==> src/rtl/alu_seq.sv <==
// alu_seq: WIDTH-bit registered ALU with valid/ready on both sides.
// Single-cycle ops: AND, OR, NOR, ADD, SUB, SLT (overflow-safe signed compare).
// MULU: iterative shift-add unsigned multiply, one multiplier bit per cycle.
// Ports:
//   clk, rst_n          clock (rising edge), asynchronous active-low reset
//   in_valid_i/in_ready_o   request handshake; op_i, a_i, b_i sampled on accept
//   out_valid_o/out_ready_i result handshake; result held until taken
//   result_o, hi_o      result (low product half for MULU), high product half
//   zero_o, carry_o, overflow_o  flags for the registered result
module alu_seq #(
   parameter int unsigned WIDTH = 32
) (
   input  logic             clk,
   input  logic             rst_n,
   input  logic             in_valid_i,
   output logic             in_ready_o,
   input  logic [3:0]       op_i,
   input  logic [WIDTH-1:0] a_i,
   input  logic [WIDTH-1:0] b_i,
   output logic             out_valid_o,
   input  logic             out_ready_i,
   output logic [WIDTH-1:0] result_o,
   output logic [WIDTH-1:0] hi_o,
   output logic             zero_o,
   output logic             carry_o,
   output logic             overflow_o
);

   localparam int unsigned CW = $clog2(WIDTH) + 1;

   localparam logic [3:0] OP_AND  = 4'b0000;
   localparam logic [3:0] OP_OR   = 4'b0001;
   localparam logic [3:0] OP_ADD  = 4'b0010;
   localparam logic [3:0] OP_SUB  = 4'b0110;
   localparam logic [3:0] OP_SLT  = 4'b0111;
   localparam logic [3:0] OP_NOR  = 4'b1100;
   localparam logic [3:0] OP_MULU = 4'b1000;

   typedef enum logic [1:0] {S_IDLE, S_MUL, S_DONE} state_e;

   state_e              state_q, state_d;
   logic [WIDTH-1:0]    result_q, result_d;
   logic [WIDTH-1:0]    hi_q, hi_d;
   logic                zero_q, zero_d;
   logic                carry_q, carry_d;
   logic                ovf_q, ovf_d;
   logic [2*WIDTH-1:0]  acc_q, acc_d;
   logic [WIDTH-1:0]    mcand_q, mcand_d;
   logic [CW-1:0]       cnt_q, cnt_d;

   // Shared adder: SUB and SLT use a + ~b + 1
   logic             sub;
   logic [WIDTH-1:0] b_op, sum;
   logic             add_c, add_v;
   logic [WIDTH-1:0] s_res;
   logic             s_c, s_v;

   always_comb begin
      sub          = (op_i == OP_SUB) || (op_i == OP_SLT);
      b_op         = sub ? ~b_i : b_i;
      {add_c, sum} = {1'b0, a_i} + {1'b0, b_op} + {{WIDTH{1'b0}}, sub};
      add_v        = (a_i[WIDTH-1] == b_op[WIDTH-1]) && (sum[WIDTH-1] != a_i[WIDTH-1]);

      s_res = '0;
      s_c   = 1'b0;
      s_v   = 1'b0;
      unique case (op_i)
         OP_AND: s_res = a_i & b_i;
         OP_OR:  s_res = a_i | b_i;
         OP_NOR: s_res = ~(a_i | b_i);
         OP_ADD, OP_SUB: begin
            s_res = sum;
            s_c   = add_c;
            s_v   = add_v;
         end
         // sign of the true difference, corrected when the subtraction overflows
         OP_SLT: s_res[0] = sum[WIDTH-1] ^ add_v;
         default: s_res = '0;
      endcase
   end

   // One shift-add step: add multiplicand into the upper half when the
   // current multiplier LSB is set, then shift the whole accumulator right.
   logic [WIDTH:0]       mul_add;
   logic [2*WIDTH-1:0]   acc_step;

   always_comb begin
      mul_add  = {1'b0, acc_q[2*WIDTH-1:WIDTH]} + (acc_q[0] ? {1'b0, mcand_q} : '0);
      acc_step = {mul_add, acc_q[WIDTH-1:1]};
   end

   logic accept;

   always_comb begin
      state_d    = state_q;
      result_d   = result_q;
      hi_d       = hi_q;
      zero_d     = zero_q;
      carry_d    = carry_q;
      ovf_d      = ovf_q;
      acc_d      = acc_q;
      mcand_d    = mcand_q;
      cnt_d      = cnt_q;
      in_ready_o = 1'b0;

      unique case (state_q)
         S_IDLE: in_ready_o = rst_n;
         S_MUL: begin
            acc_d = acc_step;
            cnt_d = cnt_q + CW'(1);
            if (cnt_q == CW'(WIDTH - 1)) begin
               state_d  = S_DONE;
               result_d = acc_step[WIDTH-1:0];
               hi_d     = acc_step[2*WIDTH-1:WIDTH];
               zero_d   = (acc_step[WIDTH-1:0] == '0);
               carry_d  = 1'b0;
               ovf_d    = |acc_step[2*WIDTH-1:WIDTH];
            end
         end
         S_DONE: begin
            in_ready_o = rst_n && out_ready_i;
            if (out_ready_i) state_d = S_IDLE;
         end
         default: state_d = S_IDLE;
      endcase

      accept = in_valid_i && in_ready_o;
      if (accept) begin
         if (op_i == OP_MULU) begin
            state_d = S_MUL;
            mcand_d = a_i;
            acc_d   = {{WIDTH{1'b0}}, b_i};
            cnt_d   = '0;
         end else begin
            state_d  = S_DONE;
            result_d = s_res;
            hi_d     = '0;
            zero_d   = (s_res == '0);
            carry_d  = s_c;
            ovf_d    = s_v;
         end
      end
   end

   always_ff @(posedge clk or negedge rst_n) begin
      if (!rst_n) begin
         state_q  <= S_IDLE;
         result_q <= '0;
         hi_q     <= '0;
         zero_q   <= 1'b0;
         carry_q  <= 1'b0;
         ovf_q    <= 1'b0;
         acc_q    <= '0;
         mcand_q  <= '0;
         cnt_q    <= '0;
      end else begin
         state_q  <= state_d;
         result_q <= result_d;
         hi_q     <= hi_d;
         zero_q   <= zero_d;
         carry_q  <= carry_d;
         ovf_q    <= ovf_d;
         acc_q    <= acc_d;
         mcand_q  <= mcand_d;
         cnt_q    <= cnt_d;
      end
   end

   assign out_valid_o = (state_q == S_DONE);
   assign result_o    = result_q;
   assign hi_o        = hi_q;
   assign zero_o      = zero_q;
   assign carry_o     = carry_q;
   assign overflow_o  = ovf_q;

endmodule

==> config.mk <==
export PLATFORM = sky130hd
export DESIGN_NAME = alu_seq
export DESIGN_NICKNAME = d
export VERILOG_FILES = /design/src/rtl/alu_seq.sv
export SDC_FILE = /design/constraint.sdc
export NUM_CORES = 1
export LEC_CHECK = 0
export CORE_ASPECT_RATIO = 1.25
export CORE_MARGIN = 2
export CORE_UTILIZATION = 55
export DETAILED_ROUTE_END_ITERATION = 12
export PLACE_DENSITY = 0.82
export SLEW_MARGIN = 30
export SYNTH_ARGS = -nofsm -noshare
export SYNTH_HDL_FRONTEND = slang
export SYNTH_SLANG_ARGS = --single-unit
==> constraint.sdc <==
create_clock -name clk -period 4.3 [get_ports clk]
set_input_delay 0.645 -clock clk [delete_from_list [all_inputs] [get_ports clk]]
set_output_delay 0.645 -clock clk [all_outputs]
set_load 0.01 [all_outputs]
==> results of run 1 <==
## cell families (layout without fill, tap and decap cells)
logic type,after synthesis,in the layout,synth area share (%)
AO/OA/AOI/OAI,421,421,21.4
buffers and inverters,116,390,4.04
flip-flops,171,171,34.2
AND/OR/NAND/NOR,687,687,24.7
adder cells (fa/ha/maj),100,100,9.51
multiplexers,5,5,0.400
XOR/XNOR,82,82,5.75
## power breakdown
part	internal (uW)	switching, uW
registers	2060	409
clock network	875	695
logic	1330	1640
total	4260	2750
## metrics by stage
| stage | std cells | util (%) |
|---|---|---|
| after CTS | 2136 | 71.7 |
| final | 2139 | 72.3 |
| after floorplan | 1582 | - |
| after global routing | 2139 | 72.3 |
| after detailed placement | 2104 | 69.0 |
| after global placement | 2104 | 69.0 |
## how the worst max path moves through the flow
stage	from	end	cells past startpoint	slack, ns
after floorplan	op_i[1]	zero_o	17	0.04
after global placement	op_i[3]	zero_o	17	-0.44
after detailed placement	op_i[3]	zero_o	17	-0.48
after CTS	op_i[3]	zero_o	15	0.03
after global routing	op_i[3]	zero_o	18	-0.02
final	op_i[3]	zero_o	15	0.19
## critical path: stages
cell and delay (ns):
clkdlybuf4s50_1 0.42, nand3b_1 0.21, buf_12 0.20, xnor2_1 0.14
ha_1 0.31, and2b_1 0.20, o21a_1 0.23, or4_4 0.52
a21oi_4 0.24, o21bai_2 0.13, a21oi_2 0.15, xor2_1 0.16
o21ai_1 0.10, or4_1 0.55, o31ai_2 0.24
## layout make-up
class	count	area, sq um
tap	283	354
fill	1751	6160
clock inverter	13	156
inverter	19	71.3
clock buffer	19	433
timing repair buffer	339	2940
sequential	171	4280
multi-input combinational	1295	7890
## state kept, by name, indices dropped and copies added (netlist names)
register    count
carry_o         1
zero_o          1
hi_o           32
overflow_o      1
acc_q          64
state_q         2
result_o       32
mcand_q        32
cnt_q           6
## what timing repair did
action                                  CTS  global route
endpoints found under the setup margin    1             2
setup buffers                             0             3
pin swaps                                 0             5
resized for setup                         1            27
## per-layer routing
layer  routed length [um]  up-vias
li1                     -     6143
met1                16300     6112
met2                19600      669
met3                 3200      156
met4                 2340        0
met5                    0        -
## Yosys cell counts, types with 20 or more instances
| master | n | share of area [%] |
|---|---|---|
| nand2_1 | 362 | 11 |
| clkbuf_1 | 74 | 2.2 |
| nor2_1 | 125 | 3.8 |
| a31oi_1 | 54 | 2.7 |
| a211oi_1 | 26 | 1.6 |
| nor3_1 | 23 | 0.92 |
| xnor2_1 | 59 | 4.1 |
| dfrtp_1 | 171 | 34 |
| a21o_1 | 29 | 1.7 |
| maj3_1 | 31 | 2.5 |
| a21oi_1 | 165 | 6.6 |
| nand4_1 | 20 | 1.0 |
| xor2_1 | 23 | 1.6 |
| ha_1 | 67 | 6.7 |
| and3_1 | 24 | 1.2 |
| o21ai_0 | 50 | 2.0 |
| and2_1 | 38 | 1.9 |
| nor4_1 | 32 | 1.6 |
==> results_dict.tcl, run 1 <==
set metrics [dict create \
    ff2ff_path_depth 14 \
    dpl_worst_slack_ns -0.484 \
    clk_latency_ns 0.43 \
    busiest_layer "met2" \
    worstPathArrival_ns 4.45 \
    first_pass_iters 6 \
    layout_commonest_cell "nand2_1" \
    final_nets 1984 \
    gp_congestion 0.977 \
    cts_tree "done" \
    cts_inserted_buffers 17 \
    hold_buffers 0 \
    area_delta_synth_final_pct 29.0 \
    antenna_found_initial 0 \
    worst_pin_slew_ns 1.00 \
    fin_crit_ns 4.11 \
    grt_util_met1_pct 42.2 \
    drive_gt1_share_pct 15.2 \
    placed_area_sq_um 15400 \
    io_pins 141 \
    fin_setup_tns_ns 0 \
    r2r_start "acc_q[0]" \
    grt_pass1_wl_um 65700 \
    drc 0 \
    fin_ws_ns 0.195 \
    n_antenna_cell 0 \
    clock_path_buffers 2 \
    reg2reg_slack_ns 0.23 \
    critPathMaxFanout 17 \
    cap_violations 0 \
    wl_per_cell_um 19.4 \
    finalInstanceArea_sq_um 16100 \
    required_ns 4.65 \
    grt_max_degree 101 \
    ys_seq_elements 171 \
    synth_edf_count 0 \
    synth.avg_cell_area_sq_um 7.90 \
    clock.fmax_ghz 0.244 \
    powerDensity_nw_per_um2 434 \
    rows 61 \
    drt_iter0_markers 1191 \
    root_buffer "clkbuf_16" \
    holdWs_ns 0.105 \
    port_buffers 140 \
    htree_levels 4 \
    layout_common_cells "nand2_1 (361), buf_4 (194), dfrtp_1 (171), a21oi_1 (159), clkdlybuf4s50_1 (139)" \
    outcome "finished clean" \
    synth_nets 1723 \
    gr-usage-met3_pct 4.93 \
    r2r-end "overflow_o" \
    cts.sinks 171 \
    synth-seq-area-share_pct 34.2 \
    total_power_uw 7000 \
    routed_wl_um 41500 \
    fin_crit_sh_pct 95.5 \
    finalMaxSlewViolations 0 \
    viasPerCell 6.12 \
    clk_pin_slew_ns 0.07 \
    ant_nets 0 \
    worstSetupEndpointType "register" \
    min_path_type "in -> async" \
    synthArstFlopShare_pct 100 \
    track_usage_pct 33.7 \
    grt_pass1_vias 12766 \
    vias 13080 \
    post-dp-hpwl_um 31000 \
    overflow 0 \
    dieArea_sq_um 24000 \
    die_height_um 173 \
    leakage_uw 0.00730 \
    yosys_warnings 0 \
    setup_violations 0 \
    hold_viol_final 0 \
    syn_inst 1582 \
    synth_area_sq_um 12500 \
    peakVddDrop_mv 0.329 \
    synthFlopType "dfrtp_1" \
    start_util_pct 56.1 \
    yosysUniqueCellTypes 81 \
    grt_use_met2_pct 56.1 \
    start_kind "input pin" \
    worstSetupPathType "in -> reg" \
    core_sq_um 22300 \
    finalClockSkew_ns 0.00839 \
    slew_headroom_pct 33.0 \
    die_w_um 139 \
]
(Power assumes the default switching activity.)
==> run 2, diff against run 1 <==
--- a/config.mk
+++ b/config.mk
@@ -5,6 +5,8 @@
 export SDC_FILE = /design/constraint.sdc
 export NUM_CORES = 1
 export LEC_CHECK = 0
+export ABC_AREA = 1
+export ABC_CLOCK_PERIOD_IN_PS = 4300
 export CORE_ASPECT_RATIO = 1.25
 export CORE_MARGIN = 2
 export CORE_UTILIZATION = 55
==> run 2 against run 1 <==
  * Sequential cell count unchanged
  * Synthesized cell count is 33% higher
  * Non-clock buffer count down 180
  * Sequential share of layout area grew 0.17 points
  * Total power increased by 6.9%
  * Register-to-register slack gained 0.65 ns
  * Global-route usage rose by 2.4 points
  * Die area increased by 9.2%
  * Synthesized area grew 9.5%
  * Hold slack better by 0.084 ns
  * Setup slack improved by 0.40 ns
==> results_dict.tcl, run 2 <==
set metrics [dict create \
    outcome "finished clean" \
    yosysTopAreaCell "dfrtp_1" \
    clk_pin_slew_ns 0.07 \
    gp_congestion 1.04 \
    port_buffers 140 \
    viasPerCell 5.68 \
    root_buffer "clkbuf_16" \
    start_kind "input pin" \
    finalClockSkew_ns 0.0156 \
    worstSetupEndpointType "register" \
    synth_edf_count 0 \
    ys_seq_elements 171 \
    finalMaxSlewViolations 0 \
    synth_area_sq_um 13700 \
    die_height_um 180 \
    synthFlopType "dfrtp_1" \
    synthTopCellsByArea "dfrtp_1 (31%), nand2_1 (16%), inv_1 (9.8%), ha_1 (6.1%), nor2_1 (5.8%)" \
    synth_top_area_share_pct 31.3 \
    post-dp-hpwl_um 36300 \
    rsz0062_at_grt "no" \
    htree_levels 4 \
    critPathMaxFanout 33 \
    ant_nets 0 \
    num-fill-cells 2273 \
    required_ns 4.68 \
    worstSetupPathType "in -> reg" \
    start_util_pct 55.9 \
    routed_wl_um 47400 \
    grt_pass1_vias 14189 \
    cts.sinks 171 \
    hold_viol_final 0 \
    wl_per_cell_um 18.6 \
    n_antenna_cell 0 \
    synthArstFlopShare_pct 100 \
    fin_crit_sh_pct 86.1 \
    io_pins 141 \
    cts_inserted_buffers 17 \
    worst_pin_slew_ns 0.925 \
    regMostFlops "acc_q" \
    netSwitchingPower_uw 3260 \
    drive_gt1_share_pct 3.24 \
    synth_nets 2243 \
    die_w_um 145 \
    core_sq_um 24500 \
    antenna_found_initial 0 \
    p_clk_share_pct 21.1 \
    yosysUniqueCellTypes 44 \
    clock_path_buffers 2 \
    largest_reg_flops 64 \
    seqPwrFrac_pct 34.2 \
    final_nets 2351 \
    cts_setup_buffers 0 \
    yosys_warnings 0 \
    powerDensity_nw_per_um2 467 \
    overflow 0 \
    multi_input_area_sq_um 7780 \
    p_comb_share_pct 44.7 \
    yosysMostFrequentCell "nand2_1" \
    slew_headroom_pct 38.3 \
    synth_commonest_cells "nand2_1 (575), inv_1 (356), nor2_1 (212), dfrtp_1 (171), nand3_1 (132)" \
    peakVddDrop_mv 0.312 \
    clk_latency_ns 0.45 \
    rows 64 \
    drc 0 \
    fin_setup_tns_ns 0 \
    leakage_uw 0.00849 \
    drt_iter0_markers 1234 \
    setup_violations 0 \
    first_pass_iters 5 \
    worstPathArrival_ns 4.08 \
    track_usage_pct 36.0 \
    synth-seq-area-share_pct 31.3 \
    dieArea_sq_um 26200 \
    fin_crit_ns 3.70 \
    p_sw_share_pct 43.6 \
    hold_buffers 0 \
    grt_max_degree 172 \
    layout_commonest_cell "nand2_1" \
    p_int_uw 4220 \
    vias 14500 \
    synth.avg_cell_area_sq_um 6.51 \
    syn_inst 2102 \
    clock.fmax_ghz 0.270 \
    post_cts_resize_count 0 \
    grt_pass1_wl_um 74700 \
    min_path_type "in -> async" \
    layout_common_cells "nand2_1 (574), inv_1 (355), nor2_1 (211), dfrtp_1 (170), clkdlybuf4s50_1 (139)" \
    regArea_sq_um 4280 \
    area_delta_synth_final_pct 17.1 \
    dp_cells 2520 \
    fin_cells 2553 \
    cap_violations 0 \
    cts_tree "done" \
]
==> run 2: cell type report <==
| class | count | share of cell area, % |
|---|---|---|
| sequential | 171 | 26.7 |
| multi-input combinational | 1498 | 48.5 |
| inverter | 363 | 8.50 |
| clock buffer | 17 | 2.65 |
| timing repair buffer | 159 | 9.92 |
| tap | 330 | 2.58 |
| clock inverter | 15 | 1.10 |
==> run 2: path summary, 6_finish.rpt <==
kind	from	end	slack, ns	cells after the start
worst max-delay path	op_i[2]	zero_o	0.60	21
worst min-delay path	rst_n	hi_o[7]	0.19	2
worst max register to register	acc_q[0]	overflow_o	0.88	18
worst min register to register	mcand_q[17]	mcand_q[17]	0.48	2
max in group asynchronous	rst_n	mcand_q[16]	3.26	3
min in group clk	mcand_q[17]	mcand_q[17]	0.48	2
==> run 2: cells by family (layout without fill, tap and decap cells) <==
logic type	count (synthesis)	after routing	synth area share [%]
adders and majority gates	69	69	6.42
xor gates and xnor gates	49	49	3.14
and+or+nand+nor	993	993	30.0
muxes	1	1	0.0823
DFF	171	171	31.3
buffers and inverters	433	554	12.0
AOI/OAI and AO/OA	386	386	17.1
==> run 2: per-layer routing <==
metal	global-route usage, %	part of all wire [%]	vias up
li1	-	-	7014
met1	45.0	40	6758
met2	63.4	49	623
met3	3.72	6.4	105
met4	15.6	4.3	0
met5	0	0	-
==> run 2: through the flow <==
step	total power, uW	util, %	instance area [sq um]	setup WS, ns	hold slack, ns
global placement	5750	62.8	15400	0.327	0.462
global route	7980	65.4	16000	0.393	0.213
finish	7480	65.4	16000	0.597	0.189
floorplan	4660	-	13700	1.14	0.349
CTS	7420	65.3	16000	0.625	0.438
detailed placement	5820	62.8	15400	0.242	0.467
==> run 2: power by group through the flow <==
stage / clock network (uW) / registers [uW] / logic (uW)
after global placement: 0 / 2550 / 3200
final: 1580 / 2560 / 3350
after global routing: 1640 / 2610 / 3720
after detailed placement: 0 / 2560 / 3260
after CTS: 1580 / 2540 / 3300
after floorplan: 0 / 2440 / 2220
==> run 2: worst max-delay path: stages <==
cell,delay [ns]
clkdlybuf4s50_1,0.58
nand3_2,0.12
buf_12,0.20
a21boi_1,0.29
inv_1,0.10
fa_1,0.42
inv_1,0.12
nand3_1,0.09
nand2_1,0.19
nand2_1,0.10
nand2_1,0.16
nand3_1,0.09
nand3_1,0.18
nand2_1,0.08
nand2_1,0.06
o21bai_1,0.09
inv_1,0.13
nand3_1,0.09
nor2_1,0.13
nand4_1,0.11
nand2_1,0.08
==> run 3, diff against run 2 <==
--- a/config.mk
+++ b/config.mk
@@ -11,6 +11,7 @@
 export CORE_MARGIN = 2
 export CORE_UTILIZATION = 55
 export DETAILED_ROUTE_END_ITERATION = 12
+export GPL_TIMING_DRIVEN = 0
 export PLACE_DENSITY = 0.82
 export SLEW_MARGIN = 30
 export SYNTH_ARGS = -nofsm -noshare
==> run 3 against run 2 <==
  * Hold slack gained 0.024 ns
  * Sequential share of layout area shrank 0.15 points
  * Global-route usage is 3.7 points higher
  * Critical path depth rose by 1
  * Setup slack worse by 0.42 ns
  * First-iteration DRC count rose by 17%
  * Critical path type unchanged
==> results_dict.tcl, run 3 (synthesized netlist as in run 2, its figures left out) <==
set metrics [dict create \
    drt_iter0_markers 1449 \
    p_int_uw 4220 \
    cap_violations 0 \
    fin_ws_ns 0.177 \
    viasPerCell 5.86 \
    die_height_um 180 \
    clock.fmax_ghz 0.243 \
    netSwitchingPower_uw 3310 \
    die_w_um 145 \
    reg2reg_slack_ns 0.52 \
    clk_pin_slew_ns 0.07 \
    p_sw_share_pct 44.0 \
    post_cts_resize_count 1 \
    antenna_found_initial 0 \
    n_antenna_cell 0 \
    dieArea_sq_um 26200 \
    overflow 0 \
    clk_latency_ns 0.44 \
    p_comb_share_pct 45.9 \
    htree_levels 4 \
    cts_inserted_buffers 17 \
    start_kind "input pin" \
    worstPathArrival_ns 4.49 \
    setup_violations 0 \
    final_nets 2402 \
    clock_path_buffers 2 \
    area_delta_synth_final_pct 17.7 \
    peakVddDrop_mv 0.279 \
    outcome "finished clean" \
    finalMaxSlewViolations 0 \
    largest_reg_flops 64 \
    port_buffers 139 \
    cts_tree "done" \
    dpl_worst_slack_ns -0.706 \
    vias 15272 \
    finalClockSkew_ns 0.0125 \
    powerDensity_nw_per_um2 468 \
    io_pins 141 \
    drc 0 \
    ant_nets 0 \
    num-fill-cells 2267 \
    holdWs_ns 0.213 \
    required_ns 4.67 \
    drive_gt1_share_pct 2.77 \
    grt_max_degree 90 \
    leakage_uw 0.00850 \
    gp_congestion 1.01 \
    rows 64 \
    wl_per_cell_um 20.3 \
    layout_common_cells "nand2_1 (575), inv_1 (356), nor2_1 (211), dfrtp_1 (171), clkdlybuf4s50_1 (138)" \
    seqPwrFrac_pct 33.7 \
    routed_wl_um 52800 \
    root_buffer "clkbuf_16" \
    critPathMaxFanout 10 \
    fin_crit_sh_pct 95.9 \
    layout_commonest_cell "nand2_1" \
    grt_pass1_vias 15141 \
    worst_pin_slew_ns 0.930 \
    start_util_pct 55.9 \
    grt_pass1_wl_um 80900 \
    hold_viol_final 0 \
    slew_headroom_pct 37.2 \
    regMostFlops "acc_q" \
    first_pass_iters 6 \
    cts_setup_buffers 0 \
    core_sq_um 24500 \
    worstSetupPathType "in -> reg" \
    p_clk_share_pct 20.4 \
    track_usage_pct 39.8 \
    min_path_type "in -> async" \
    cts.sinks 171 \
    post-dp-hpwl_um 42800 \
    worstSetupEndpointType "register" \
    hold_buffers 0 \
    rsz0062_at_grt "no" \
    fin_crit_ns 4.12 \
]
==> run 3: final cells by class <==
| type | count | area [sq um] | share of cell area [%] |
|---|---|---|---|
| Inverter | 363 | 1360 | 8.46 |
| Buffer | 70 | 279 | 1.73 |
| Timing Repair Buffer | 140 | 1420 | 8.84 |
| Sequential cell | 171 | 4280 | 26.6 |
| Clock buffer | 19 | 443 | 2.75 |
| Multi-Input combinational cell | 1498 | 7780 | 48.3 |
| Clock inverter | 13 | 134 | 0.831 |
| Tap cell | 330 | 413 | 2.56 |
==> run 3: routing by layer <==
layer / wire length (um) / track usage [%] / part of all wire, % / vias to the layer above
li1: - / - / - / 7137
met1: 18600 / 43.3 / 35 / 6989
met2: 25600 / 69.6 / 49 / 896
met3: 3850 / 5.44 / 7.3 / 250
met4: 4730 / 31.5 / 9.0 / 0
met5: 0 / 0 / 0 / -
==> run 3: through the flow <==
| stage | power, uW | util (%) | TNS, ns | std cells | cell area [sq um] |
|---|---|---|---|---|---|
| global placement | 5790 | 63.2 | -1446.13 | 2571 | 15500 |
| detailed placement | 5880 | 63.3 | -2.30 | 2572 | 15500 |
| floorplan | 4660 | - | 0 | 2102 | 13700 |
| CTS | 7430 | 65.7 | 0 | 2604 | 16100 |
| finish | 7530 | 65.7 | 0 | 2604 | 16100 |
| global route | 7970 | 65.7 | 0 | 2604 | 16100 |
==> run 3: worst max-delay path, cell delays in order <==
cell and delay, ns:
clkdlybuf4s50_1 0.48, inv_2 0.13, nand3_2 0.21, buf_2 0.31
xor2_1 0.18, ha_1 0.46, nand2_1 0.12, inv_1 0.12
nand3_1 0.25, nor2_1 0.37, nor2_1 0.16, inv_1 0.08
a21oi_1 0.09, nand2_1 0.09, nand2_1 0.05, nand3_1 0.09
nand2_1 0.07, inv_1 0.07, nand2_1 0.06, nor2_1 0.16
nand4_1 0.18, nand2_1 0.09
==> run 3: power by group through the flow <==
| stage | Clock [uW] | Sequential [uW] | Combinational, uW |
|---|---|---|---|
| 4_1_cts | 1520 | 2510 | 3390 |
| 5_1_grt | 1590 | 2570 | 3810 |
| 3_5_place_dp | 0 | 2530 | 3360 |
| 3_3_place_gp | 0 | 2520 | 3270 |
| 2_1_floorplan | 0 | 2440 | 2220 |
| 6_report | 1540 | 2540 | 3460 |
==> run 3: worst paths after layout <==
path,start,end,depth (start not counted)
setup / recovery,op_i[3],zero_o,22
hold / removal,rst_n,hi_o[11],1
setup reg to reg,acc_q[0],overflow_o,17
hold reg to reg,mcand_q[23],mcand_q[23],2
max in group asynchronous,rst_n,acc_q[28],2
min in group clk,mcand_q[23],mcand_q[23],2
